**src/rtl/control_sequencer.sv**
```systemverilog
// rtl/control_sequencer.sv - hardwired fetch/execute control sequencer for the single-bus CPU datapath
//
// Purpose:
//   Steps the datapath through fetch (T0-T2) and execute (T3-T6). It asserts
//   one-hot bus-drive strobes, register-load strobes and a one-hot ALU
//   operation word for each step.
//
// Ports:
//   clk, clr          clock; synchronous active-high reset
//   ir                current IR (opcode [31:27], Ra [26:23], Rb [22:19], Rc [18:15])
//   mem_ready         memory read data valid (only consulted in T1)
//   PCout..Cout       bus-drive strobes (at most one, including reg_out, per cycle)
//   PCin..LOin        register-load strobes
//   IncPC, MDRRead    ALU PC+1 request, MDR source select
//   reg_out, reg_in   one-hot general register bus-drive / load
//   ALUControl        one-hot ALU operation
//   run, illegal_op   not-halted flag, unsupported-opcode pulse
//   step              (STEP_MODE_EN only) start the next instruction from IDLE
//
// Optional feature macro: STEP_MODE_EN
//   When it is defined, the sequencer parks in IDLE after reset and after each
//   completed instruction. It leaves IDLE only when step is sampled high.

module control_sequencer #(
  parameter int NREGS = 16,
  parameter int ALUW  = 12
) (
  input  logic             clk,
  input  logic             clr,
  input  logic [31:0]      ir,
  input  logic             mem_ready,
`ifdef STEP_MODE_EN
  input  logic             step,
`endif
  output logic             PCout,
  output logic             Zlowout,
  output logic             Zhighout,
  output logic             MDRout,
  output logic             HIout,
  output logic             LOout,
  output logic             Cout,
  output logic             PCin,
  output logic             MARin,
  output logic             MDRin,
  output logic             IRin,
  output logic             Yin,
  output logic             Zin,
  output logic             HIin,
  output logic             LOin,
  output logic             IncPC,
  output logic             MDRRead,
  output logic [NREGS-1:0] reg_out,
  output logic [NREGS-1:0] reg_in,
  output logic [ALUW-1:0]  ALUControl,
  output logic             run,
  output logic             illegal_op
);

  typedef enum logic [3:0] {
    S_T0, S_T1, S_T2, S_T3, S_T4, S_T5, S_T6,
`ifdef STEP_MODE_EN
    S_IDLE,
`endif
    S_HALT
  } state_e;

`ifdef STEP_MODE_EN
  localparam state_e DONE_STATE = S_IDLE;
`else
  localparam state_e DONE_STATE = S_T0;
`endif

  state_e state_q;
  // Set once the first T1 cycle has passed, so PC increments only once per fetch.
  logic   pc_done_q;

  logic [4:0] op;
  logic [3:0] ra, rb, rc;
  logic       is_r, is_i, is_md, is_un, is_nop, is_halt, is_ill;
  logic [ALUW-1:0] alu_sel;
  logic       unused_ir_low;

  assign op = ir[31:27];
  assign ra = ir[26:23];
  assign rb = ir[22:19];
  assign rc = ir[18:15];
  assign unused_ir_low = ^ir[14:0];

  function automatic logic [NREGS-1:0] reg_sel(input logic [3:0] idx);
    logic [NREGS-1:0] v;
    v      = '0;
    v[idx] = 1'b1;
    return v;
  endfunction

  always_comb begin
    is_r    = 1'b0;
    is_i    = 1'b0;
    is_md   = 1'b0;
    is_un   = 1'b0;
    is_nop  = 1'b0;
    is_halt = 1'b0;
    alu_sel = '0;
    case (op)
      5'd3:  begin is_r  = 1'b1; alu_sel[0]  = 1'b1; end
      5'd4:  begin is_r  = 1'b1; alu_sel[1]  = 1'b1; end
      5'd5:  begin is_r  = 1'b1; alu_sel[2]  = 1'b1; end
      5'd6:  begin is_r  = 1'b1; alu_sel[3]  = 1'b1; end
      5'd7:  begin is_r  = 1'b1; alu_sel[4]  = 1'b1; end
      5'd9:  begin is_r  = 1'b1; alu_sel[5]  = 1'b1; end
      5'd10: begin is_r  = 1'b1; alu_sel[6]  = 1'b1; end
      5'd11: begin is_r  = 1'b1; alu_sel[7]  = 1'b1; end
      5'd12: begin is_i  = 1'b1; alu_sel[0]  = 1'b1; end
      5'd13: begin is_i  = 1'b1; alu_sel[2]  = 1'b1; end
      5'd14: begin is_i  = 1'b1; alu_sel[3]  = 1'b1; end
      5'd15: begin is_md = 1'b1; alu_sel[8]  = 1'b1; end
      5'd16: begin is_md = 1'b1; alu_sel[9]  = 1'b1; end
      5'd17: begin is_un = 1'b1; alu_sel[10] = 1'b1; end
      5'd18: begin is_un = 1'b1; alu_sel[11] = 1'b1; end
      5'd27: is_nop  = 1'b1;
      5'd28: is_halt = 1'b1;
      default: ;
    endcase
  end

  assign is_ill = !(is_r || is_i || is_md || is_un || is_nop || is_halt);

  always_ff @(posedge clk) begin
    if (clr) begin
      state_q   <= DONE_STATE;
      pc_done_q <= 1'b0;
    end else begin
      case (state_q)
        S_T0: begin
          state_q   <= S_T1;
          pc_done_q <= 1'b0;
        end
        S_T1: begin
          pc_done_q <= 1'b1;
          if (mem_ready) state_q <= S_T2;
        end
        S_T2: state_q <= S_T3;
        S_T3: begin
          if (is_halt)                           state_q <= S_HALT;
          else if (is_r || is_i || is_md || is_un) state_q <= S_T4;
          else                                   state_q <= DONE_STATE;
        end
        S_T4: state_q <= is_un ? DONE_STATE : S_T5;
        S_T5: state_q <= is_md ? S_T6 : DONE_STATE;
        S_T6: state_q <= DONE_STATE;
        S_HALT: state_q <= S_HALT;
`ifdef STEP_MODE_EN
        S_IDLE: if (step) state_q <= S_T0;
`endif
        default: state_q <= DONE_STATE;
      endcase
    end
  end

  // Outputs decode the registered state plus ir; clr masks everything so the
  // datapath sees no strobes while reset is held.
  always_comb begin
    PCout      = 1'b0;
    Zlowout    = 1'b0;
    Zhighout   = 1'b0;
    MDRout     = 1'b0;
    HIout      = 1'b0;
    LOout      = 1'b0;
    Cout       = 1'b0;
    PCin       = 1'b0;
    MARin      = 1'b0;
    MDRin      = 1'b0;
    IRin       = 1'b0;
    Yin        = 1'b0;
    Zin        = 1'b0;
    HIin       = 1'b0;
    LOin       = 1'b0;
    IncPC      = 1'b0;
    MDRRead    = 1'b0;
    reg_out    = '0;
    reg_in     = '0;
    ALUControl = '0;
    run        = 1'b1;
    illegal_op = 1'b0;
    if (!clr) begin
      run = (state_q != S_HALT);
      case (state_q)
        S_T0: begin
          PCout = 1'b1; MARin = 1'b1; IncPC = 1'b1; Zin = 1'b1;
        end
        S_T1: begin
          Zlowout = 1'b1; PCin = !pc_done_q; MDRRead = 1'b1; MDRin = 1'b1;
        end
        S_T2: begin
          MDRout = 1'b1; IRin = 1'b1;
        end
        S_T3: begin
          if (is_md) begin
            reg_out = reg_sel(ra); Yin = 1'b1;
          end else if (is_r || is_i) begin
            reg_out = reg_sel(rb); Yin = 1'b1;
          end else if (is_un) begin
            reg_out = reg_sel(rb); ALUControl = alu_sel; Zin = 1'b1;
          end else if (is_ill) begin
            illegal_op = 1'b1;
          end
        end
        S_T4: begin
          if (is_r) begin
            reg_out = reg_sel(rc); ALUControl = alu_sel; Zin = 1'b1;
          end else if (is_i) begin
            Cout = 1'b1; ALUControl = alu_sel; Zin = 1'b1;
          end else if (is_md) begin
            reg_out = reg_sel(rb); ALUControl = alu_sel; Zin = 1'b1;
          end else if (is_un) begin
            Zlowout = 1'b1; reg_in = reg_sel(ra);
          end
        end
        S_T5: begin
          Zlowout = 1'b1;
          if (is_md) LOin = 1'b1;
          else       reg_in = reg_sel(ra);
        end
        S_T6: begin
          Zhighout = 1'b1; HIin = 1'b1;
        end
        default: ;
      endcase
    end
  end

endmodule

```
**config.mk**
```make
export PLATFORM = sky130hd
export DESIGN_NAME = control_sequencer
export DESIGN_NICKNAME = d
export VERILOG_FILES = /design/src/rtl/control_sequencer.sv
export SDC_FILE = /design/constraint.sdc
export NUM_CORES = 1
export LEC_CHECK = 0
export BUFFER_PORTS_ARGS = -buffer_cell sky130_fd_sc_hd__buf_2
export CORE_MARGIN = 2
export CORE_UTILIZATION = 46
export CTS_BUF_LIST = sky130_fd_sc_hd__clkbuf_8
export DETAILED_ROUTE_END_ITERATION = 12
export PLACE_DENSITY_LB_ADDON = 0.3
export SKIP_LAST_GASP = 1
export SLEW_MARGIN = 0
export SYNTH_ARGS = -nofsm -noshare
export SYNTH_HDL_FRONTEND = slang
export SYNTH_SLANG_ARGS = --single-unit
```
**constraint.sdc**
```tcl
create_clock -name clk -period 8.8 [get_ports clk]
set_input_delay 2.64 -clock clk [delete_from_list [all_inputs] [get_ports clk]]
set_output_delay 2.64 -clock clk [all_outputs]
set_load 0.005 [all_outputs]
```
## After elaboration in Yosys (flattened, before gate mapping)

Index checks and enable logic that the tools add are counted.

- Flip-flop bits (word level): 5
- Latch bits: 0
- Bits in writable memories: 0
- Memory bits (read-only): 0
- Output and inout port bits: 63
- Word-level logic and storage cells: 147
- Memories: 0

- Add/sub/neg operators: 0
- Multipliers: 0
- Divide/modulo/power cells: 0
- $lt $le $gt $ge: 6
- Eq/ne operators: 26
- Shift-type cells: 0
- Muxes and demuxes: 94
- Bitwise gates (word level): 0
- Reduce and logical (&&, ||, !) cells: 19

Operators by type and width:

| kind | count |
|---|---|
| $mux 16 | 13 |
| $mux 12 | 7 |
| $pmux 16 s2 | 2 |
| $mux 1 | 59 |
| $eq 5x4->1 const B | 7 |
| $pmux 4 s7 | 1 |
| $eq 5x5->1 const B | 5 |
| $pmux 12 s2 | 1 |
| $eq 5x3->1 const B | 4 |
| $eq 4x3->1 const B | 4 |
| $lt 4x5->1 const B | 3 |
| $demux 1 s4 | 3 |
| $ge 4x1->1 const B | 3 |
| $mux 3 | 4 |
| $reduce_or 2->1 | 6 |
| $eq 4x2->1 const B | 2 |
| $reduce_or 8->1 | 1 |
| $eq 5x2->1 const B | 1 |
| $logic_or 1x1->1 | 5 |
| $eq 4x1->1 const B | 1 |
| $logic_not 4->1 | 1 |
| $mux 4 | 1 |
| $ne 4x3->1 const B | 1 |
| $pmux 1 s2 | 2 |
| other kinds (6) | 8 |

## Longest topological paths before layout

Gate-level depths: netlist (run 1).

- Word-level depth: 14
- Gate-level depth with buffers: 8
- Gate-level depth less buffers: 5

## Worst setup path before layout (run 1)

OpenSTA, ideal clock, no wires.

- Kind: in2out
- Start point: input port ir[28]
- End point: output port ALUControl[4]
- Arrival: 4.166 ns
- Data required time: 6.160 ns
- Setup slack: 1.994 ns
- Cell stages on the path: 6
- Buffers on the path: 1
- Path through: buf_6 > o41a_1 > a31o_2 > or3_4 > a21o_1 > nor4_2

- Cells in the longest elaborated chain, start to end: 8
- Elaborated cells between the ends (all ways): 33

RTL lines:

| what | line | RTL |
|---|---|---|
| start, declared | 30 | `input logic [31:0] ir,` |
| $eq 5x4->1, or another cell as far along | 104 | `case (op)` |
| $reduce_or 8->1 (no source line), or another cell as far along | -- |  |
| $mux 1 | 104 |  |
| $logic_or 1x1->1, or another cell as far along | 200 | `end else if (is_r \|\| is_i) begin` |
| $mux 12 (on tied branches) | 200, 211 |  |
| $mux 12 (on tied branches) | 198, 209 |  |
| $pmux 12 s2 (*) | 187 | `case (state_q)` |
| $mux 12 (*) | 185 | `if (!clr) begin` |
| end, declared | 54 | `output logic [ALUW-1:0] ALUControl,` |

Every way passes the cells marked *; elsewhere a longest branch is shown, timed or not.

## Final worst setup path (run 1)

- Start point: input port ir[31]
- End point: output port reg_out[6]

- Cells in the longest elaborated chain, start to end: 8
- Elaborated cells between the ends (all ways): 32

RTL lines:

| what | line | RTL |
|---|---|---|
| $eq 5x4->1, or another cell as far along | 104 |  |
| $reduce_or 8->1 (no source line), or another cell as far along | -- |  |
| $mux 1 | 104 |  |
| $logic_or 1x1->1, or another cell as far along | 200 |  |
| $mux 16 (on tied branches) | 200, 211 |  |
| $mux 16 (on tied branches) | 198, 209 |  |
| $pmux 16 s2 (*) | 187 |  |
| $mux 16 (*) | 185 |  |
| end, declared | 52 | `output logic [NREGS-1:0] reg_out,` |

Marks and branches as above.

==> results.json, run 1 <==
{
  "rsz0062_at_grt": "false",
  "fin_crit_sh": 0.866,
  "die_width_um": 61.9,
  "post_cts_buffers": 0,
  "cellPowerDensity_nw_per_um2": 65.7,
  "final_nets": 343,
  "hpwl_um": 3510,
  "min_path_type": "reg -> reg",
  "worst_setup_path_start_kind": "input pin",
  "reg2reg_to": "state_q[1]$_SDFFE_PP0P_",
  "fin_util": 0.571,
  "synth.yosys.warnings": 0,
  "crit_path_max_fanout": 39,
  "instances_no_fill": 352,
  "synth_area_per_cell_um2": 6.03,
  "ys_ff_latch": 4,
  "netlist_instances": 256,
  "overflow": 0,
  "grt_max_degree": 40,
  "cts_tree": "done",
  "vias_per_cell": 6.12,
  "row_count": 21,
  "grt_pass1_vias": 1619,
  "max-vdd-ir-drop_mv": 0.0461,
  "place.gp.congestion": 0.945,
  "initial_core_util": 0.470,
  "grt_pass1_wl_um": 6780,
  "reg2reg_depth": 5,
  "drt_iter0_markers": 222,
  "fmax_ghz": 0.131,
  "ys_types": 49,
  "startpoint": "ir[31]",
  "final.setup_skew_ns": 0.00266,
  "cts_hold_buf": 0,
  "relSlewSlack": 0.196,
  "leakage_nw": 0.716,
  "critPathCaptureType": "output pin",
  "dp_cells": 349,
  "syn_area_um2": 1540,
  "finalMaxSlewViolations": 0,
  "regToRegSetupSlack_ns": 6.97,
  "worstPathArrival_ns": 4.98,
  "cts-root-buf": "clkbuf_8",
  "path_clk_slew_ns": 0.03,
  "crit_end": "reg_out[6]",
  "period_minus_slack_ns": 7.62,
  "routedWlPerCell_um": 13.4,
  "num_io_pins": 98,
  "port_buffers": 80,
  "maxCapViolations": 0,
  "route.detailed.drc": 0,
  "drt-pass1-iter-count": 4,
  "syn_to_final_growth_pct": 21.4,
  "antenna_found_initial": 0,
  "yosysSeqAreaShare": 0.0519,
  "status": "completed",
  "clk_path_buf_depth": 2,
  "timing_hold_violations_final": 0,
  "dieArea_um2": 3840,
  "die_h_um": 61.9,
  "n_antenna_cell": 0,
  "drive_above_1_share": 0.307,
  "ys.flop_type": "dfxtp_1",
  "final_antenna_net_count": 0,
  "cts_sinks": 4,
  "cp.required_ns": 6.16,
  "final-setup-viol-count": 0,
  "htree_levels": 1,
  "tns_ns": 0,
  "cts-resized-gates": 0,
  "routed_wl_um": 4730,
  "grtUsageTotal": 0.220,
  "vias": 2153,
  "r2r_start": "state_q[0]$_SDFFE_PP0P_",
  "async_flop_share": 0,
  "crit_type": "in -> out",
  "whs_path_depth": 2,
  "synth_edf_count": 0,
  "numCtsBuffers": 3,
  "worst_slew_pin_slew_ns": 1.20,
  "hold_ws_ns": 0.478,
  "coreArea_um2": 3280,
  "clock_latency_ns": 0.21
}
==> report_power, final <==
| group | switching, mW | total (mW) | leakage, nW | internal, mW |
|---|---|---|---|---|
| clock | 0.00831 | 0.0374 | 0.0216 | 0.0291 |
| sequential | 0.00628 | 0.0266 | 0.0330 | 0.0203 |
| combinational | 0.0374 | 0.0591 | 0.662 | 0.0216 |
| total | 0.0520 | 0.123 | 0.716 | 0.0710 |
==> cell usage in the layout (no fill, tap or decap), types with 4 or more instances in the layout <==
cell | netlist | layout
nand3_1 | 4 | 4
nor3_1 | 32 | 32
o22ai_1 | 17 | 17
a31oi_1 | 18 | 18
nor3b_1 | 5 | 5
buf_2 | 7 | 80
o21ai_0 | 6 | 6
nand2_1 | 16 | 16
nor2b_1 | 10 | 10
nand2b_1 | 11 | 11
nor2_1 | 25 | 25
a21oi_1 | 13 | 13
nor4_1 | 10 | 10
dfxtp_1 | 4 | 4
a22oi_1 | 10 | 10
==> cells by family (layout without fill, tap and decap cells) <==
family,after synthesis,count (layout),share of synthesized area
buffers and inverters,37,86,0.119
other,1,2,0.00243
and+or+nand+nor,129,129,0.447
AOI/OAI and AO/OA,85,85,0.379
DFF,4,4,0.0519
==> sequential cells by signal, summed over array words and instances (netlist names) <==
signal and flops:
pc_done_q 1, state_q 3
==> metal layers <==
layer / share of wire / vias up / global-route usage
met5: 0 / - / 0
met1: 0.44 / 970 / 0.311
met4: 0.0072 / 0 / 0.0365
met2: 0.48 / 96 / 0.377
li1: - / 1083 / -
met3: 0.070 / 4 / 0.00828
==> cell usage after synthesis (3+ instances only) <==
cell type	instances	area, µm²
buf_1	3	11.3
o22ai_1	17	106
a31oi_1	18	113
a32oi_1	3	26.3
dfxtp_1	4	80.1
a21oi_1	13	65.1
nor3_1	32	160
buf_2	7	35.0
nor3b_1	5	37.5
or2_2	3	18.8
nor4_1	10	62.6
a22oi_1	10	75.1
nand2b_1	11	68.8
inv_1	3	11.3
o21ai_0	6	30.0
clkbuf_1	14	52.6
nand3_1	4	20.0
nand2_1	16	60.1
nor2_1	25	93.8
nor2b_1	10	62.6
buf_4	7	52.6
==> metrics by stage <==
| step | power [mW] | setup WS, ns | cell area (µm²) |
|---|---|---|---|
| 2_1_floorplan | 0.0713 | 1.99 | 1550 |
| 3_3_place_gp | 0.0845 | 1.23 | 1830 |
| 3_5_place_dp | 0.0854 | 1.22 | 1830 |
| 4_1_cts | 0.123 | 1.22 | 1870 |
| 5_1_grt | 0.134 | 0.867 | 1870 |
| 6_report | 0.123 | 1.18 | 1870 |
==> worst min path at each step <==
stage / startpoint / end / slack (ns)
global placement: pc_done_q$_SDFFE_PP0P_ / pc_done_q$_SDFFE_PP0P_ / 0.46
detailed placement: pc_done_q$_SDFFE_PP0P_ / pc_done_q$_SDFFE_PP0P_ / 0.48
global route: pc_done_q$_SDFFE_PP0P_ / pc_done_q$_SDFFE_PP0P_ / 0.51
floorplan: pc_done_q$_SDFFE_PP0P_ / pc_done_q$_SDFFE_PP0P_ / 0.45
finish: pc_done_q$_SDFFE_PP0P_ / pc_done_q$_SDFFE_PP0P_ / 0.48
CTS: pc_done_q$_SDFFE_PP0P_ / pc_done_q$_SDFFE_PP0P_ / 0.48
==> final cells by class <==
class                   instances  area [µm²]
clock buffers                   3        41.3
fillers                       336        1410
inverters                       3        11.3
multi-input cells             216        1280
flip-flops and latches          4        80.1
well taps                      46        57.6
repair buffers                 80         400
==> worst max-delay path: stages <==
cell     delay [ns]
buf_2          0.19
or3b_1         0.33
o32a_1         1.01
nor2b_1        0.23
a32oi_1        0.26
o22ai_1        0.13
buf_2          0.18
Power figures use the tool's default switching activity.
==> run 2, diff against run 1 <==
--- a/config.mk
+++ b/config.mk
@@ -5,9 +5,10 @@
 export SDC_FILE = /design/constraint.sdc
 export NUM_CORES = 1
 export LEC_CHECK = 0
+export ABC_AREA = 1
 export BUFFER_PORTS_ARGS = -buffer_cell sky130_fd_sc_hd__buf_2
 export CORE_MARGIN = 2
-export CORE_UTILIZATION = 46
+export CORE_UTILIZATION = 45
 export CTS_BUF_LIST = sky130_fd_sc_hd__clkbuf_8
 export DETAILED_ROUTE_END_ITERATION = 12
 export PLACE_DENSITY_LB_ADDON = 0.3
==> results.json, run 2 <==
{
  "p_clk_frac": 0.325,
  "numCtsBuffers": 3,
  "routed_wl_um": 5060,
  "critPathCaptureType": "output pin",
  "coreArea_um2": 3740,
  "status": "completed",
  "path_cells": "buf_2 -> nand2_1 -> inv_1 -> nand2_2 -> o21a_2 -> nand2_2 -> nor2_4 -> nand2_4 -> nand2_1 -> o21ai_0 -> buf_2",
  "syn_area_um2": 1780,
  "cp.required_ns": 6.16,
  "final_antenna_net_count": 0,
  "largest_register_ffs": 3,
  "fillers": 417,
  "n_antenna_cell": 0,
  "ys_types": 31,
  "power.share.combinational": 0.493,
  "place.gp.congestion": 0.908,
  "design_power_total_uw": 119,
  "crit_path_max_fanout": 39,
  "cp_top_family": "simple AND/OR/NAND/NOR gates",
  "maxCapViolations": 0,
  "dieArea_um2": 4480,
  "drt-pass1-iter-count": 5,
  "yosysSeqAreaShare": 0.0449,
  "die_h_um": 66.9,
  "finalMaxSlewViolations": 0,
  "clk_path_buf_depth": 2,
  "async_flop_share": 0,
  "critPathMaxStageDelay_ns": 0.64,
  "ys_ff_latch": 4,
  "crit_type": "in -> out",
  "max-vdd-ir-drop_mv": 0.0990,
  "drt_iter0_markers": 192,
  "seqPwrFrac": 0.182,
  "fin_crit_sh": 0.812,
  "timing_hold_violations_final": 0,
  "intPower_uw": 66.8,
  "synth.yosys.warnings": 0,
  "row_count": 22,
  "synth_edf_count": 0,
  "cts_hold_buf": 0,
  "routedWlPerCell_um": 10.9,
  "tns_ns": 0,
  "seq_area_um2": 80.1,
  "top_regs": "state_q: 3 flops, pc_done_q: 1 flops",
  "layout_common_cells": "nand2_1, buf_2, nor2_1, inv_1, nand3_1",
  "yosysMostFrequentCell": "nand2_1",
  "rsz0062_at_grt": "false",
  "final_common_cell": "nand2_1",
  "worst_setup_path_start_kind": "input pin",
  "drive_above_1_share": 0.309,
  "cts_tree": "done",
  "overflow": 0,
  "relSlewSlack": 0.492,
  "synth_top_cells_by_area": "nand2_1, nor2_1, inv_1, nand3_1, o21ai_0",
  "final-setup-viol-count": 0,
  "synthDominantCellAreaShare": 0.181,
  "hpwl_um": 4100,
  "leakage_nw": 1.12,
  "synth_commonest_cells": "nand2_1, nor2_1, inv_1, nand3_1, o21ai_0",
  "regMostFlops": "state_q",
  "initial_core_util": 0.476,
  "dpl_cell_area_um2": 2090,
  "min_path_type": "reg -> reg",
  "grtUsageTotal": 0.227,
  "period_minus_slack_ns": 7.15,
  "cts_sinks": 4,
  "htree_levels": 1,
  "num_io_pins": 98,
  "grt_pass1_wl_um": 8110,
  "post_cts_buffers": 0,
  "clock_latency_ns": 0.22,
  "switchingPower_uw": 51.9,
  "port_buffers": 80,
  "antenna_found_initial": 0,
  "cts-resized-gates": 0,
  "cts-root-buf": "clkbuf_8",
  "fmax_ghz": 0.140,
  "final.setup_skew_ns": 0.00107,
  "swShare": 0.437,
  "cellPowerDensity_nw_per_um2": 55.6,
  "worst_slew_pin_slew_ns": 0.762,
  "crit_path_top_delay_cell": "o21a_2",
  "die_width_um": 66.9,
  "syn_to_final_growth_pct": 19.7,
  "ys.flop_type": "dfxtp_1",
  "route.detailed.drc": 0,
  "grt_pass1_vias": 1877,
  "worstPathArrival_ns": 4.51,
  "netlist_instances": 351,
  "path_clk_slew_ns": 0.03,
  "multiInputGateArea_um2": 1370,
  "vias_per_cell": 4.98,
  "vias": 2318,
  "synth_area_per_cell_um2": 5.08,
  "crit_buf_inv": 3,
  "grt_max_degree": 40,
  "final_nets": 454,
  "synth_top_area_cell": "nand2_1",
  "design_area_um2": 2130
}
[run 2: cell types whose count changed in the layout (fill, tap and decap cells not counted), moves of 11 or more]
cell | previous run | this run
nand2_1 | 16 | 86
nor2_1 | 25 | 71
inv_1 | 3 | 44
nand3_1 | 4 | 31
nor3_1 | 32 | 6
a31oi_1 | 18 | 1
o21ai_0 | 6 | 23
o22ai_1 | 17 | 0
nor2_2 | 0 | 13
nand2b_1 | 11 | 0
[run 2: per-layer routing]
layer / part of all wire / track usage
met1: 0.47 / 0.336
met2: 0.44 / 0.353
met3: 0.080 / 0.0135
met4: 0.0091 / 0.0612
met5: 0 / 0
[run 2: final cells by class]
cell class	instances	area share
Timing Repair Buffer	80	0.188
Tap cell	48	0.0281
Clock buffer	3	0.0193
Sequential cell	4	0.0375
Multi-Input combinational cell	281	0.641
Inverter	49	0.0862
[run 2: worst paths after layout]
path,from,endpoint,slack (ns),depth (start not counted)
min,pc_done_q$_SDFFE_PP0P_,pc_done_q$_SDFFE_PP0P_,0.49,2
min reg2reg,pc_done_q$_SDFFE_PP0P_,pc_done_q$_SDFFE_PP0P_,0.49,2
max,ir[29],reg_out[14],1.65,11
max reg2reg,state_q[2]$_SDFFE_PP0P_,state_q[0]$_SDFFE_PP0P_,7.59,5
[run 2: cell families after synthesis]
| group | Yosys count | share of synthesized area |
|---|---|---|
| AND/OR/NAND/NOR | 230 | 0.601 |
| AO/OA/AOI/OAI | 49 | 0.162 |
| other | 1 | 0.00210 |
| flip-flops | 4 | 0.0449 |
| buffers and inverters | 67 | 0.189 |
[run 2: worst register-to-register path, cell delays in order, from the launching register on]
cell and delay, ns:
dfxtp_1 0.44, inv_1 0.11, nand2_1 0.13, nor2_1 0.08
nor4_1 0.24, a21oi_1 0.10
[run 2: metrics by stage]
| stage | util | setup slack, ns | instances | hold slack (ns) |
|---|---|---|---|---|
| 2_1_floorplan | - | 2.48 | 352 | 0.462 |
| 3_3_place_gp | 0.559 | 1.64 | 462 | 0.475 |
| 3_5_place_dp | 0.559 | 1.66 | 462 | 0.483 |
| 4_1_cts | 0.570 | 1.65 | 465 | 0.491 |
| 5_1_grt | 0.570 | 1.39 | 465 | 0.568 |
| 6_report | 0.570 | 1.65 | 465 | 0.488 |
[run 2: power by group through the flow]
| stage | clock network, mW | logic (mW) | registers (mW) |
|---|---|---|---|
| 3_3_place_gp | 0 | 0.0576 | 0.0218 |
| 5_1_grt | 0.0404 | 0.0668 | 0.0219 |
| 6_report | 0.0386 | 0.0585 | 0.0216 |
| 2_1_floorplan | 0 | 0.0453 | 0.0215 |
| 4_1_cts | 0.0394 | 0.0583 | 0.0216 |
| 3_5_place_dp | 0 | 0.0580 | 0.0218 |
==> run 3, diff against run 2 <==
==> constraint.sdc (replaced) <==
create_clock -name clk -period 6.9 [get_ports clk]
set_input_delay 2.07 -clock clk [delete_from_list [all_inputs] [get_ports clk]]
set_output_delay 2.07 -clock clk [all_outputs]
set_load 0.005 [all_outputs]
==> results.json, run 3 (synthesis gave the netlist of run 2 again) <==
{
  "status": "completed",
  "min_path_type": "reg -> reg",
  "cts_tree": "done",
  "dp_cells": 462,
  "whs_path_depth": 2,
  "fin_crit_sh": 0.873,
  "finalMaxSlewViolations": 0,
  "fmax_ghz": 0.166,
  "final_antenna_net_count": 0,
  "worst_slew_pin_slew_ns": 0.773,
  "clock_latency_ns": 0.21,
  "startpoint": "ir[29]",
  "critPathMaxStageDelay_ns": 0.65,
  "overflow": 0,
  "port_buffers": 80,
  "reg2reg_depth": 5,
  "top_regs": "state_q: 3 flops, pc_done_q: 1 flops",
  "syn_to_final_growth_pct": 19.7,
  "clk_path_buf_depth": 2,
  "worstPathArrival_ns": 3.96,
  "tns_ns": 0,
  "rsz0062_at_grt": "false",
  "coreArea_um2": 3740,
  "cts_hold_buf": 0,
  "min_from": "pc_done_q$_SDFFE_PP0P_",
  "crit_path_top_delay_cell": "o21a_2",
  "post_cts_buffers": 0,
  "final-setup-viol-count": 0,
  "maxCapViolations": 0,
  "die_width_um": 66.9,
  "place.gp.congestion": 0.907,
  "regMostFlops": "state_q",
  "cellPowerDensity_nw_per_um2": 70.5,
  "cts_sinks": 4,
  "drt-pass1-iter-count": 4,
  "initial_core_util": 0.476,
  "worst_setup_path_start_kind": "input pin",
  "r2r_start": "state_q[2]$_SDFFE_PP0P_",
  "critPathCaptureType": "output pin",
  "final_common_cell": "nand2_1",
  "grt_max_degree": 40,
  "numCtsBuffers": 3,
  "row_count": 22,
  "grt_pass1_wl_um": 8040,
  "n_antenna_cell": 0,
  "grt_pass1_vias": 1876,
  "relSlewSlack": 0.485,
  "max-vdd-ir-drop_mv": 0.0889,
  "hpwl_um": 4080,
  "period_minus_slack_ns": 6.03,
  "timing_hold_violations_final": 0,
  "dieArea_um2": 4480,
  "num_io_pins": 98,
  "die_h_um": 66.9,
  "crit_buf_inv": 3,
  "layout_common_cells": "nand2_1, buf_2, nor2_1, inv_1, nand3_1",
  "largest_register_ffs": 3,
  "crit_type": "in -> out",
  "cp.required_ns": 4.83,
  "final.setup_skew_ns": 0.00190,
  "leakage_nw": 1.12,
  "antenna_found_initial": 0,
  "vias_per_cell": 4.98,
  "path_cells": "buf_2 -> nand2_1 -> inv_1 -> nand2_2 -> o21a_2 -> nand2_2 -> nor2_4 -> nand2_4 -> nand2_1 -> o21ai_0 -> buf_2",
  "crit_path_max_fanout": 39,
  "vias": 2316,
  "drt_iter0_markers": 177,
  "final_nets": 454,
  "routed_wl_um": 5050,
  "cts-resized-gates": 0,
  "cp_top_family": "simple AND/OR/NAND/NOR gates",
  "path_clk_slew_ns": 0.03,
  "cts-root-buf": "clkbuf_8",
  "instances_no_fill": 465,
  "drive_above_1_share": 0.309,
  "route.detailed.drc": 0,
  "htree_levels": 1,
  "cp_num_cells": 11,
  "routedWlPerCell_um": 10.9,
  "grtUsageTotal": 0.225
}
==> run 3: worst paths after layout <==
check                                 end  slack, ns
hold / removal     pc_done_q$_SDFFE_PP0P_       0.49
hold reg to reg    pc_done_q$_SDFFE_PP0P_       0.49
setup / recovery              reg_out[14]       0.87
setup reg to reg  state_q[0]$_SDFFE_PP0P_       5.68
==> run 3: metal layers <==
metal	global-route usage	share of wire	vias up
met4	0.0536	0.0071	0
met2	0.359	0.44	79
met1	0.325	0.49	991
met5	0	0	-
met3	0.0152	0.069	4
li1	-	-	1242
==> run 3: report_power, final <==
group | leakage, nW | switching [mW] | internal (mW)
clock network | 0.0216 | 0.0107 | 0.0371
registers | 0.0330 | 0.00218 | 0.0254
logic | 1.06 | 0.0524 | 0.0226
==> run 3: layout make-up <==
cell class              count  area (µm²)
repair buffers             80         400
clock buffers               3        41.3
multi-input cells         281        1370
well taps                  48        60.1
inverters                  49         184
fillers                   418        1610
flip-flops and latches      4        80.1
==> run 3: metrics by stage <==
step	util	total power, mW	instance area, µm²	worst slack, ns	hold WS, ns
2_1_floorplan	-	0.0852	1790	1.72	0.462
3_3_place_gp	0.559	0.101	2090	0.883	0.475
3_5_place_dp	0.559	0.102	2090	0.882	0.486
4_1_cts	0.570	0.152	2130	0.873	0.494
5_1_grt	0.570	0.164	2130	0.658	0.569
6_report	0.570	0.150	2130	0.875	0.493
==> run 3: worst reg2reg max path, delay by kind of cell (launching register included) <==
family | cells | cell delay [ns]
AOI/OAI and AO/OA | 1 | 0.09
buffers and inverters | 1 | 0.11
DFF | 1 | 0.44
and+or+nand+nor | 3 | 0.46
